<file path="src/rtl/axil_arbiter_2x1_if.sv">
// AXI4-Lite channel bundle shared by both requesters and the downstream port.
// Latency: none (signal container only).
// Backpressure: carries the standard per-channel valid/ready pairs.
// Ports: aw*/w*/b*/ar*/r* AXI4-Lite channels.
// master modport = the side that issues transactions.
// slave modport = the side that accepts them.
interface axil_arbiter_2x1_if #(
    parameter int ADDR_WIDTH = 24,
    parameter int DATA_WIDTH = 32
);
    logic [ADDR_WIDTH-1:0]   awaddr;
    logic [2:0]              awprot;
    logic                    awvalid;
    logic                    awready;
    logic [DATA_WIDTH-1:0]   wdata;
    logic [DATA_WIDTH/8-1:0] wstrb;
    logic                    wvalid;
    logic                    wready;
    logic [1:0]              bresp;
    logic                    bvalid;
    logic                    bready;
    logic [ADDR_WIDTH-1:0]   araddr;
    logic [2:0]              arprot;
    logic                    arvalid;
    logic                    arready;
    logic [DATA_WIDTH-1:0]   rdata;
    logic [1:0]              rresp;
    logic                    rvalid;
    logic                    rready;

    modport master (
        output awaddr, awprot, awvalid, input awready,
        output wdata, wstrb, wvalid, input wready,
        input bresp, bvalid, output bready,
        output araddr, arprot, arvalid, input arready,
        input rdata, rresp, rvalid, output rready
    );

    modport slave (
        input awaddr, awprot, awvalid, output awready,
        input wdata, wstrb, wvalid, output wready,
        output bresp, bvalid, input bready,
        input araddr, arprot, arvalid, output arready,
        output rdata, rresp, rvalid, input rready
    );
endinterface

</file>
<file path="src/rtl/axil_arbiter_2x1.sv">
// Two-requester AXI4-Lite arbiter; write and read paths arbitrated independently.
// Latency: 1 cycle grant; AW/W/AR and B/R forwarded combinationally once granted.
// Backpressure: downstream ready/valid routed straight to the granted requester only.
// Ports: clk, rst (sync, active-low), s0/s1 requester ports (slave modport),
// m downstream port (master modport).
// Build option: define AXIL_ARB_FIXED_PRIO_EN for fixed priority (s0 wins
// contention); otherwise round-robin on a per-path last-grant bit.
module axil_arbiter_2x1 #(
    parameter int ADDR_WIDTH = 24,
    parameter int DATA_WIDTH = 32
) (
    input  logic                 clk,
    input  logic                 rst,
    axil_arbiter_2x1_if.slave    s0,
    axil_arbiter_2x1_if.slave    s1,
    axil_arbiter_2x1_if.master   m
);
    typedef enum logic [1:0] {W_IDLE, W_ADDR, W_RESP} wstate_t;
    typedef enum logic [1:0] {R_IDLE, R_ADDR, R_DATA} rstate_t;

    wstate_t wstate;
    rstate_t rstate;
    logic    wgnt;
    logic    rgnt;
    logic    aw_done;
    logic    w_done;
    logic    wpick;
    logic    rpick;

    logic wreq0;
    logic wreq1;
    assign wreq0 = s0.awvalid | s0.wvalid;
    assign wreq1 = s1.awvalid | s1.wvalid;

    logic w_addr_ph;
    logic w_resp_ph;
    logic r_addr_ph;
    logic r_data_ph;
    assign w_addr_ph = (wstate == W_ADDR);
    assign w_resp_ph = (wstate == W_RESP);
    assign r_addr_ph = (rstate == R_ADDR);
    assign r_data_ph = (rstate == R_DATA);

`ifdef AXIL_ARB_FIXED_PRIO_EN
    // s0 wins whenever it requests; s1 only when alone.
    assign wpick = ~wreq0;
    assign rpick = ~s0.arvalid;
`else
    logic wlast;
    logic rlast;
    // On contention grant whoever did not win last; a sole requester wins.
    assign wpick = (wreq0 & wreq1) ? ~wlast : wreq1;
    assign rpick = (s0.arvalid & s1.arvalid) ? ~rlast : s1.arvalid;
`endif

    // Write path forwarding. A channel's valid/ready are masked once its
    // handshake has happened so AW and W each transfer exactly once.
    assign m.awvalid = w_addr_ph & ~aw_done & (wgnt ? s1.awvalid : s0.awvalid);
    assign m.awaddr  = {ADDR_WIDTH{w_addr_ph}} & (wgnt ? s1.awaddr : s0.awaddr);
    assign m.awprot  = {3{w_addr_ph}} & (wgnt ? s1.awprot : s0.awprot);
    assign m.wvalid  = w_addr_ph & ~w_done & (wgnt ? s1.wvalid : s0.wvalid);
    assign m.wdata   = {DATA_WIDTH{w_addr_ph}} & (wgnt ? s1.wdata : s0.wdata);
    assign m.wstrb   = {(DATA_WIDTH/8){w_addr_ph}} & (wgnt ? s1.wstrb : s0.wstrb);
    assign m.bready  = w_resp_ph & (wgnt ? s1.bready : s0.bready);

    assign s0.awready = w_addr_ph & ~wgnt & ~aw_done & m.awready;
    assign s1.awready = w_addr_ph &  wgnt & ~aw_done & m.awready;
    assign s0.wready  = w_addr_ph & ~wgnt & ~w_done & m.wready;
    assign s1.wready  = w_addr_ph &  wgnt & ~w_done & m.wready;
    assign s0.bvalid  = w_resp_ph & ~wgnt & m.bvalid;
    assign s1.bvalid  = w_resp_ph &  wgnt & m.bvalid;
    assign s0.bresp   = {2{w_resp_ph & ~wgnt}} & m.bresp;
    assign s1.bresp   = {2{w_resp_ph &  wgnt}} & m.bresp;

    // Read path forwarding.
    assign m.arvalid = r_addr_ph & (rgnt ? s1.arvalid : s0.arvalid);
    assign m.araddr  = {ADDR_WIDTH{r_addr_ph}} & (rgnt ? s1.araddr : s0.araddr);
    assign m.arprot  = {3{r_addr_ph}} & (rgnt ? s1.arprot : s0.arprot);
    assign m.rready  = r_data_ph & (rgnt ? s1.rready : s0.rready);

    assign s0.arready = r_addr_ph & ~rgnt & m.arready;
    assign s1.arready = r_addr_ph &  rgnt & m.arready;
    assign s0.rvalid  = r_data_ph & ~rgnt & m.rvalid;
    assign s1.rvalid  = r_data_ph &  rgnt & m.rvalid;
    assign s0.rdata   = {DATA_WIDTH{r_data_ph & ~rgnt}} & m.rdata;
    assign s1.rdata   = {DATA_WIDTH{r_data_ph &  rgnt}} & m.rdata;
    assign s0.rresp   = {2{r_data_ph & ~rgnt}} & m.rresp;
    assign s1.rresp   = {2{r_data_ph &  rgnt}} & m.rresp;

    logic aw_hs;
    logic w_hs;
    assign aw_hs = m.awvalid & m.awready;
    assign w_hs  = m.wvalid & m.wready;

    always_ff @(posedge clk) begin
        if (!rst) begin
            wstate  <= W_IDLE;
            wgnt    <= 1'b0;
            aw_done <= 1'b0;
            w_done  <= 1'b0;
`ifndef AXIL_ARB_FIXED_PRIO_EN
            wlast   <= 1'b1;
`endif
        end else begin
            case (wstate)
                W_IDLE: begin
                    if (wreq0 | wreq1) begin
                        wgnt   <= wpick;
                        wstate <= W_ADDR;
                    end
                end
                W_ADDR: begin
                    if (aw_hs) aw_done <= 1'b1;
                    if (w_hs)  w_done  <= 1'b1;
                    if ((aw_done | aw_hs) & (w_done | w_hs)) wstate <= W_RESP;
                end
                W_RESP: begin
                    if (m.bvalid & m.bready) begin
                        aw_done <= 1'b0;
                        w_done  <= 1'b0;
`ifndef AXIL_ARB_FIXED_PRIO_EN
                        wlast   <= wgnt;
`endif
                        wstate  <= W_IDLE;
                    end
                end
                default: wstate <= W_IDLE;
            endcase
        end
    end

    always_ff @(posedge clk) begin
        if (!rst) begin
            rstate <= R_IDLE;
            rgnt   <= 1'b0;
`ifndef AXIL_ARB_FIXED_PRIO_EN
            rlast  <= 1'b1;
`endif
        end else begin
            case (rstate)
                R_IDLE: begin
                    if (s0.arvalid | s1.arvalid) begin
                        rgnt   <= rpick;
                        rstate <= R_ADDR;
                    end
                end
                R_ADDR: begin
                    if (m.arvalid & m.arready) rstate <= R_DATA;
                end
                R_DATA: begin
                    if (m.rvalid & m.rready) begin
`ifndef AXIL_ARB_FIXED_PRIO_EN
                        rlast  <= rgnt;
`endif
                        rstate <= R_IDLE;
                    end
                end
                default: rstate <= R_IDLE;
            endcase
        end
    end
endmodule

</file>
<file path="src/flat_wrapper.sv">
// flat-port wrapper written by rule: the top's interface ports become plain ports
module axil_arbiter_2x1_flat 
#(
    parameter int ADDR_WIDTH = 24,
    parameter int DATA_WIDTH = 32
)
  (clk, rst, s0_awaddr, s0_awprot, s0_awvalid, s0_awready, s0_wdata, s0_wstrb, s0_wvalid, s0_wready, s0_bresp, s0_bvalid, s0_bready, s0_araddr, s0_arprot, s0_arvalid, s0_arready, s0_rdata, s0_rresp, s0_rvalid, s0_rready, s1_awaddr, s1_awprot, s1_awvalid, s1_awready, s1_wdata, s1_wstrb, s1_wvalid, s1_wready, s1_bresp, s1_bvalid, s1_bready, s1_araddr, s1_arprot, s1_arvalid, s1_arready, s1_rdata, s1_rresp, s1_rvalid, s1_rready, m_awaddr, m_awprot, m_awvalid, m_awready, m_wdata, m_wstrb, m_wvalid, m_wready, m_bresp, m_bvalid, m_bready, m_araddr, m_arprot, m_arvalid, m_arready, m_rdata, m_rresp, m_rvalid, m_rready);
  axil_arbiter_2x1_if #(.ADDR_WIDTH(ADDR_WIDTH), .DATA_WIDTH(DATA_WIDTH)) s0_i ();
  axil_arbiter_2x1_if #(.ADDR_WIDTH(ADDR_WIDTH), .DATA_WIDTH(DATA_WIDTH)) s1_i ();
  axil_arbiter_2x1_if #(.ADDR_WIDTH(ADDR_WIDTH), .DATA_WIDTH(DATA_WIDTH)) m_i ();
  input  logic clk;
  input  logic rst;
  input wire logic [$bits(s0_i.awaddr)-1:0] s0_awaddr;
  input wire logic [$bits(s0_i.awprot)-1:0] s0_awprot;
  input wire logic [$bits(s0_i.awvalid)-1:0] s0_awvalid;
  output wire logic [$bits(s0_i.awready)-1:0] s0_awready;
  input wire logic [$bits(s0_i.wdata)-1:0] s0_wdata;
  input wire logic [$bits(s0_i.wstrb)-1:0] s0_wstrb;
  input wire logic [$bits(s0_i.wvalid)-1:0] s0_wvalid;
  output wire logic [$bits(s0_i.wready)-1:0] s0_wready;
  output wire logic [$bits(s0_i.bresp)-1:0] s0_bresp;
  output wire logic [$bits(s0_i.bvalid)-1:0] s0_bvalid;
  input wire logic [$bits(s0_i.bready)-1:0] s0_bready;
  input wire logic [$bits(s0_i.araddr)-1:0] s0_araddr;
  input wire logic [$bits(s0_i.arprot)-1:0] s0_arprot;
  input wire logic [$bits(s0_i.arvalid)-1:0] s0_arvalid;
  output wire logic [$bits(s0_i.arready)-1:0] s0_arready;
  output wire logic [$bits(s0_i.rdata)-1:0] s0_rdata;
  output wire logic [$bits(s0_i.rresp)-1:0] s0_rresp;
  output wire logic [$bits(s0_i.rvalid)-1:0] s0_rvalid;
  input wire logic [$bits(s0_i.rready)-1:0] s0_rready;
  input wire logic [$bits(s1_i.awaddr)-1:0] s1_awaddr;
  input wire logic [$bits(s1_i.awprot)-1:0] s1_awprot;
  input wire logic [$bits(s1_i.awvalid)-1:0] s1_awvalid;
  output wire logic [$bits(s1_i.awready)-1:0] s1_awready;
  input wire logic [$bits(s1_i.wdata)-1:0] s1_wdata;
  input wire logic [$bits(s1_i.wstrb)-1:0] s1_wstrb;
  input wire logic [$bits(s1_i.wvalid)-1:0] s1_wvalid;
  output wire logic [$bits(s1_i.wready)-1:0] s1_wready;
  output wire logic [$bits(s1_i.bresp)-1:0] s1_bresp;
  output wire logic [$bits(s1_i.bvalid)-1:0] s1_bvalid;
  input wire logic [$bits(s1_i.bready)-1:0] s1_bready;
  input wire logic [$bits(s1_i.araddr)-1:0] s1_araddr;
  input wire logic [$bits(s1_i.arprot)-1:0] s1_arprot;
  input wire logic [$bits(s1_i.arvalid)-1:0] s1_arvalid;
  output wire logic [$bits(s1_i.arready)-1:0] s1_arready;
  output wire logic [$bits(s1_i.rdata)-1:0] s1_rdata;
  output wire logic [$bits(s1_i.rresp)-1:0] s1_rresp;
  output wire logic [$bits(s1_i.rvalid)-1:0] s1_rvalid;
  input wire logic [$bits(s1_i.rready)-1:0] s1_rready;
  output wire logic [$bits(m_i.awaddr)-1:0] m_awaddr;
  output wire logic [$bits(m_i.awprot)-1:0] m_awprot;
  output wire logic [$bits(m_i.awvalid)-1:0] m_awvalid;
  input wire logic [$bits(m_i.awready)-1:0] m_awready;
  output wire logic [$bits(m_i.wdata)-1:0] m_wdata;
  output wire logic [$bits(m_i.wstrb)-1:0] m_wstrb;
  output wire logic [$bits(m_i.wvalid)-1:0] m_wvalid;
  input wire logic [$bits(m_i.wready)-1:0] m_wready;
  input wire logic [$bits(m_i.bresp)-1:0] m_bresp;
  input wire logic [$bits(m_i.bvalid)-1:0] m_bvalid;
  output wire logic [$bits(m_i.bready)-1:0] m_bready;
  output wire logic [$bits(m_i.araddr)-1:0] m_araddr;
  output wire logic [$bits(m_i.arprot)-1:0] m_arprot;
  output wire logic [$bits(m_i.arvalid)-1:0] m_arvalid;
  input wire logic [$bits(m_i.arready)-1:0] m_arready;
  input wire logic [$bits(m_i.rdata)-1:0] m_rdata;
  input wire logic [$bits(m_i.rresp)-1:0] m_rresp;
  input wire logic [$bits(m_i.rvalid)-1:0] m_rvalid;
  output wire logic [$bits(m_i.rready)-1:0] m_rready;
  assign s0_i.awaddr = s0_awaddr;
  assign s0_i.awprot = s0_awprot;
  assign s0_i.awvalid = s0_awvalid;
  assign s0_awready = s0_i.awready;
  assign s0_i.wdata = s0_wdata;
  assign s0_i.wstrb = s0_wstrb;
  assign s0_i.wvalid = s0_wvalid;
  assign s0_wready = s0_i.wready;
  assign s0_bresp = s0_i.bresp;
  assign s0_bvalid = s0_i.bvalid;
  assign s0_i.bready = s0_bready;
  assign s0_i.araddr = s0_araddr;
  assign s0_i.arprot = s0_arprot;
  assign s0_i.arvalid = s0_arvalid;
  assign s0_arready = s0_i.arready;
  assign s0_rdata = s0_i.rdata;
  assign s0_rresp = s0_i.rresp;
  assign s0_rvalid = s0_i.rvalid;
  assign s0_i.rready = s0_rready;
  assign s1_i.awaddr = s1_awaddr;
  assign s1_i.awprot = s1_awprot;
  assign s1_i.awvalid = s1_awvalid;
  assign s1_awready = s1_i.awready;
  assign s1_i.wdata = s1_wdata;
  assign s1_i.wstrb = s1_wstrb;
  assign s1_i.wvalid = s1_wvalid;
  assign s1_wready = s1_i.wready;
  assign s1_bresp = s1_i.bresp;
  assign s1_bvalid = s1_i.bvalid;
  assign s1_i.bready = s1_bready;
  assign s1_i.araddr = s1_araddr;
  assign s1_i.arprot = s1_arprot;
  assign s1_i.arvalid = s1_arvalid;
  assign s1_arready = s1_i.arready;
  assign s1_rdata = s1_i.rdata;
  assign s1_rresp = s1_i.rresp;
  assign s1_rvalid = s1_i.rvalid;
  assign s1_i.rready = s1_rready;
  assign m_awaddr = m_i.awaddr;
  assign m_awprot = m_i.awprot;
  assign m_awvalid = m_i.awvalid;
  assign m_i.awready = m_awready;
  assign m_wdata = m_i.wdata;
  assign m_wstrb = m_i.wstrb;
  assign m_wvalid = m_i.wvalid;
  assign m_i.wready = m_wready;
  assign m_i.bresp = m_bresp;
  assign m_i.bvalid = m_bvalid;
  assign m_bready = m_i.bready;
  assign m_araddr = m_i.araddr;
  assign m_arprot = m_i.arprot;
  assign m_arvalid = m_i.arvalid;
  assign m_i.arready = m_arready;
  assign m_i.rdata = m_rdata;
  assign m_i.rresp = m_rresp;
  assign m_i.rvalid = m_rvalid;
  assign m_rready = m_i.rready;
  axil_arbiter_2x1 #(.ADDR_WIDTH(ADDR_WIDTH), .DATA_WIDTH(DATA_WIDTH)) u_core (.clk(clk), .rst(rst), .s0(s0_i), .s1(s1_i), .m(m_i));
endmodule
</file>
<file path="config.mk">
export PLATFORM = sky130hd
export DESIGN_NAME = axil_arbiter_2x1_flat
export DESIGN_NICKNAME = d
export VERILOG_FILES = /design/src/rtl/axil_arbiter_2x1_if.sv /design/src/rtl/axil_arbiter_2x1.sv /design/src/flat_wrapper.sv
export SDC_FILE = /design/constraint.sdc
export NUM_CORES = 1
export LEC_CHECK = 0
export CORE_AREA = 10 10 152 154
export DETAILED_ROUTE_END_ITERATION = 16
export DIE_AREA = 0 0 162 164
export PLACE_DENSITY = 0.5
export SLEW_MARGIN = 20
export SYNTH_ARGS = -nofsm -noshare
export SYNTH_HDL_FRONTEND = slang
export SYNTH_SLANG_ARGS = --single-unit
</file>
<file path="constraint.sdc">
create_clock -name clk -period 2.36 [get_ports clk]
set_input_delay 0.354 -clock clk [delete_from_list [all_inputs] [get_ports clk]]
set_output_delay 0.354 -clock clk [all_outputs]
set_load 0.005 [all_outputs]
</file>
# --- Word-level counts from Yosys, hierarchy flattened ---
# Cells that the tools add are included.
word_totals:
  out_inout_bits: 177
  in_bits: 233
  regBits: 10
op_classes:
  reduce_logical: 11
  mux: 26
  bitwise_logic: 61
  eq_ne: 12
ops:
  columns: ["operator", "n"]
  rows:
  - ["$and A32 B32 Y32", 3]
  - ["$and A24 B24 Y24", 2]
  - ["$mux W24", 2]
  - ["$and A1 B1 Y1", 37]
  - ["$mux W32", 1]
  - ["$mux W2", 6]
  - ["$ne A2 B2 Y1 const B", 6]
  - ["$pmux W2 S3", 2]
  - ["$reduce_and A3 Y1", 4]
  - ["$mux W1", 10]
  - ["$and A2 B2 Y2", 4]
  - ["$reduce_and A2 Y1", 4]
  - ["$and A3 B3 Y3", 2]
  - ["$mux W3", 2]
  - ["$not A1 Y1", 6]
  - ["$or A1 B1 Y1", 6]
  - ["$and A4 B4 Y4", 1]
  - ["$eq A2 B1 Y1 const B", 2]
  - ["$eq A2 B2 Y1 const B", 2]
  - ["$logic_not A2 Y1", 2]
  - ["$mux W4", 1]
  - ["$ne A2 B1 Y1 const B", 2]
  - ["$pmux W1 S2", 2]
  - ["$reduce_bool A2 Y1", 1]

# --- Longest topological paths before layout ---
# Gate-level depths: netlist (run 1).
depth:
  depth_word: 8
  depth_mapped: 6

# --- Worst setup path after synthesis (run 1) ---
# OpenSTA, ideal clock, no wires.
synth_path:
  kind: "reg-to-output"
  from: "reg u_core.wstate[1]"
  to: "out s0_awready"
  path_stages_with_launch: 6
  required_ns: 2.006
  arrival_time_ns: 1.106
  slack_ns: 0.900
  path_cell_list: "dfxtp_1 > buf_6 > nand2b_4 > buf_6 > buf_6 > nor4b_1"
synth_between:
  elab_chain_len: 4
synth_lines:
  columns: ["item", "line_no", "text"]
  rows:
  - ["from (decl)", "axil_arbiter_2x1.sv:21", "wstate_t wstate;"]
  - ["from (signal assigned)", "axil_arbiter_2x1.sv:97", "wstate <= W_IDLE;"]
  - ["from (signal assigned)", "axil_arbiter_2x1.sv:109", "wstate <= W_ADDR;"]
  - ["from (signal assigned)", "axil_arbiter_2x1.sv:115", "if ((aw_done | aw_hs) & (w_done | w_hs)) wstate <= W_RESP;"]
  - ["$eq A2 B1 Y1", "axil_arbiter_2x1.sv:39", "assign w_addr_ph = (wstate == W_ADDR);"]
  - ["$and A1 B1 Y1 (3 in series)", "axil_arbiter_2x1.sv:66", "assign s0.awready = w_addr_ph & ~wgnt & ~aw_done & m.awready;"]
  - ["to (decl)", "flat_wrapper.sv:16", "output wire logic [$bits(s0_i.awready)-1:0] s0_awready;"]
# No other way between the ends.

# --- Final worst setup path (run 1) ---
layout_path:
  from: "reg u_core.rgnt"
  to: "out m_araddr[16]"
layout_between:
  elab_chain_len: 2
layout_lines:
  columns: ["item", "line_no", "text"]
  rows:
  - ["from (decl)", "axil_arbiter_2x1.sv:24", "logic rgnt;"]
  - ["from (signal assigned)", "axil_arbiter_2x1.sv:143", "rgnt <= rpick;"]
  - ["$mux W24", "axil_arbiter_2x1.sv:77", "assign m.araddr = {ADDR_WIDTH{r_addr_ph}} & (rgnt ? s1.araddr : s0.araddr);"]
  - ["$and A24 B24 Y24", "axil_arbiter_2x1.sv:77", null]
  - ["to (decl)", "flat_wrapper.sv:62", "output wire logic [$bits(m_i.araddr)-1:0] m_araddr;"]
# No other way between the ends.

==> results.py, run 1 <==
metrics = {
    "clock_tree": {
        "cts_buffer_depth": 2,
        "cts_root_buf": "clkbuf_16",
        "cts_tree": "done",
        "cts_sinks": 10,
        "htreeDepth": 1,
        "cts_setup_buffers": 0,
        "cts_buffers": 3,
        "clk_pin_slew_ns": 0.04,
        "cts_hold_buffers": 0,
        "cts_repair_resize_count": 0,
        "insertion_delay_ns": 0.24,
    },
    "pwr": {
        "clockPowerShare_pct": 15.5,
        "p_switching_uw": 641,
        "p_leak_uw": 0.00250,
        "pwr-share-comb_pct": 73.9,
        "p_sw_share_pct": 32.1,
        "internal_power_uw": 1350,
        "peakVddDrop_mv": 0.145,
        "p_seq_share_pct": 10.6,
        "powerDensity_nw_per_um2": 285,
    },
    "critical_path": {
        "start_kind": "flip-flop",
        "crit_arrival_ns": 1.91,
        "critPathKind": "flip-flop to output pin",
        "cp.required_ns": 2.01,
        "crit_chain": "inv_1, nor2_4, buf_12, a22o_1, clkdlybuf4s50_1",
        "cp_slowest_cell": "clkdlybuf4s50_1",
        "worstPathMaxFanout": 23,
        "critical-path-max-stage-delay_ns": 0.52,
        "end_kind": "output pin",
    },
    "global_routing": {
        "grt_first_pass_wirelength_mm": 29.9,
        "grt-ovfl-total": 0,
        "grt_pass1_vias": 4442,
        "grt_max_degree": 39,
        "track_usage_pct": 14.8,
        "antenna_found_initial": 1,
    },
    "synth": {
        "ys_types": 42,
        "synth_xor_area_share_pct": 0.355,
        "synthMuxAreaShare_pct": 28.4,
        "syn_area_per_cell_um2": 7.31,
        "synth-edff-count": 0,
        "synth_nets": 571,
        "syn_inst": 338,
        "seq_area_frac_synth_pct": 8.11,
        "syn_area_um2": 2470,
        "synthSimpleGateAreaFrac_pct": 39.8,
        "yosys_warnings": 0,
        "ys.flop_type": "dfxtp_1",
        "async_flop_share_pct": 0,
        "synthAdderAreaFrac_pct": 0,
        "synth_compound_area_share_pct": 14.7,
        "ys_ff_latch": 10,
        "synth_top_family_by_area": "simple AND/OR/NAND/NOR gates",
    },
    "timing": {
        "hold_viol_final": 0,
        "finalCritPeriodShare_pct": 96.0,
        "rsz0062_at_grt": "false",
        "setup_violations": 0,
        "drv_slew": 0,
        "worstMarginPinSlew_ns": 0.369,
        "relSlewSlack_pct": 75.1,
        "fin_tns_setup_ns": 0,
        "finClkSkew_ns": 0.000563,
        "setup_ws_ns": 0.0950,
        "fin_crit_ns": 2.27,
        "fmax_mhz": 441,
    },
    "finish": {
        "mostFrequentLayoutCell": "clkdlybuf4s50_1",
        "final_nets": 974,
        "final_cell_mix": "409 x clkdlybuf4s50_1, 72 x nor2_1, 70 x and2_1",
        "drive_gt1_share_pct": 4.73,
        "area_delta_synth_final_pct": 184,
        "nFillCells": 2118,
    },
    "die": {
        "die_x_um": 162,
        "rows": 52,
        "ioPinCount": 410,
        "die_y_um": 164,
        "initial_core_util_pct": 12.3,
        "coreArea_um2": 20000,
        "die_area_um2": 26600,
    },
    "drt": {
        "num_vias": 4050,
        "avgViaCountPerCell": 4.00,
        "drc": 0,
        "drt_pass1_iterations": 4,
        "drt_iter0_drc": 126,
        "routed_wl_mm": 21.5,
        "detail-route-antenna-nets": 0,
        "wire_per_inst_um": 21.2,
    },
    "flow_run": {
        "drv_cap": 0,
    },
    "placement": {
        "dp_hpwl_mm": 19.2,
        "post-place-ws_ns": 0.105,
        "gp_congestion": 0.822,
        "port_buffers": 409,
    },
    "outcome": {
        "outcome": "finished, final reports clean",
    },
    "hold_path": {
        "min_path_type": "flip-flop to flip-flop",
    },
}
synthesized netlist by cell type (2+ instances only):
library cell / n / share of area (%)
mux2_4: 2 / 1.2
buf_2: 8 / 1.6
a31oi_1: 2 / 0.51
nor4b_1: 2 / 0.71
o31ai_1: 2 / 0.61
nand2b_4: 3 / 1.7
nor3b_1: 6 / 1.8
a21boi_0: 2 / 0.61
dfxtp_1: 10 / 8.1
inv_1: 3 / 0.46
nor2_4: 2 / 0.91
mux2i_1: 67 / 27
and4b_1: 2 / 0.81
clkbuf_2: 4 / 0.81
buf_4: 8 / 2.4
nor2_1: 72 / 11
nand2_1: 5 / 0.76
nor2b_1: 2 / 0.51
and2_1: 70 / 18
a211oi_2: 2 / 1.0
buf_6: 5 / 2.3
a22o_1: 27 / 9.6
nor3_1: 7 / 1.4
clkbuf_1: 7 / 1.1
metal layers:
layer / wire, um / track usage, %
met1: 7890 / 15.1
met2: 10600 / 26.6
met3: 2850 / 8.51
met4: 110 / 1.36
met5: 0 / 0
stage by stage:
stage	power (uW)	std cells	hold WS [ns]	util (%)	area [um2]
after CTS	2030	1006	0.498	34.8	6970
after floorplan	713	338	0.459	-	2470
after global routing	2140	1011	0.530	35.0	7000
after global placement	1700	1002	0.491	34.4	6890
after detailed placement	1700	1002	0.492	34.4	6890
final	1990	1012	0.491	35.0	7010
layout make-up:
| type | count | area [um2] | area share [%] |
|---|---|---|---|
| timing repair buffer | 430 | 4310 | 61.6 |
| inverter | 3 | 11.3 | 0.161 |
| sequential | 10 | 204 | 2.91 |
| antenna | 2 | 5.00 | 0.0714 |
| clock buffer | 4 | 78.8 | 1.13 |
| tap | 270 | 338 | 4.82 |
| multi-input combinational | 293 | 2060 | 29.3 |
power groups by stage:
stage / Sequential (uW) / Combinational [uW] / Clock [uW]
2_1_floorplan: 199 / 514 / 0
3_3_place_gp: 216 / 1490 / 0
3_5_place_dp: 216 / 1480 / 0
4_1_cts: 213 / 1500 / 318
5_1_grt: 214 / 1600 / 326
6_report: 211 / 1470 / 309
registers in the layout (all words and copies together), names as in the netlist:
name	flops
u_core.aw_done	1
u_core.rgnt	1
u_core.rlast	1
u_core.rstate	2
u_core.w_done	1
u_core.wgnt	1
u_core.wlast	1
u_core.wstate	2
cells by family (layout without fill, tap and decap cells):
family                 count (synthesis)  in the layout
AO/OA/AOI/OAI                         43             43
XOR/XNOR                               1              1
buffers and inverters                 35            437
flip-flops                            10             10
multiplexers                          69             69
other                                  0              2
AND/OR/NAND/NOR                      180            180
critical path: cells and delay by family, from the launching register on:
kind | cells | cell delay (ns)
AO/OA/AOI/OAI | 1 | 0.14
buffers and inverters | 3 | 0.86
flip-flops | 1 | 0.45
AND/OR/NAND/NOR | 1 | 0.22
final timing paths:
path	to	slack (ns)	cells after the start	start
max	m_araddr[16]	0.09	5	u_core.rgnt$_SDFFE_PN0P_
min	u_core.rlast$_SDFFE_PN1P_	0.49	2	u_core.rlast$_SDFFE_PN1P_
max reg2reg	u_core.aw_done$_SDFFE_PN0P_	0.86	5	u_core.wgnt$_SDFFE_PN0P_
min reg2reg	u_core.rlast$_SDFFE_PN1P_	0.49	2	u_core.rlast$_SDFFE_PN1P_
Note: power is estimated with default switching activity, not from simulation.
==> run 2: changes to the inputs <==
- CTS_CLUSTER_SIZE: not set -> 30
==> results of run 2 <==
Final layout, timing and power as in run 1 (identical DEF).
==> run 3: changes to the inputs <==
- SLEW_MARGIN: 20 -> not set
==> results of run 3 <==
Final layout, timing and power as in run 1 (identical DEF).
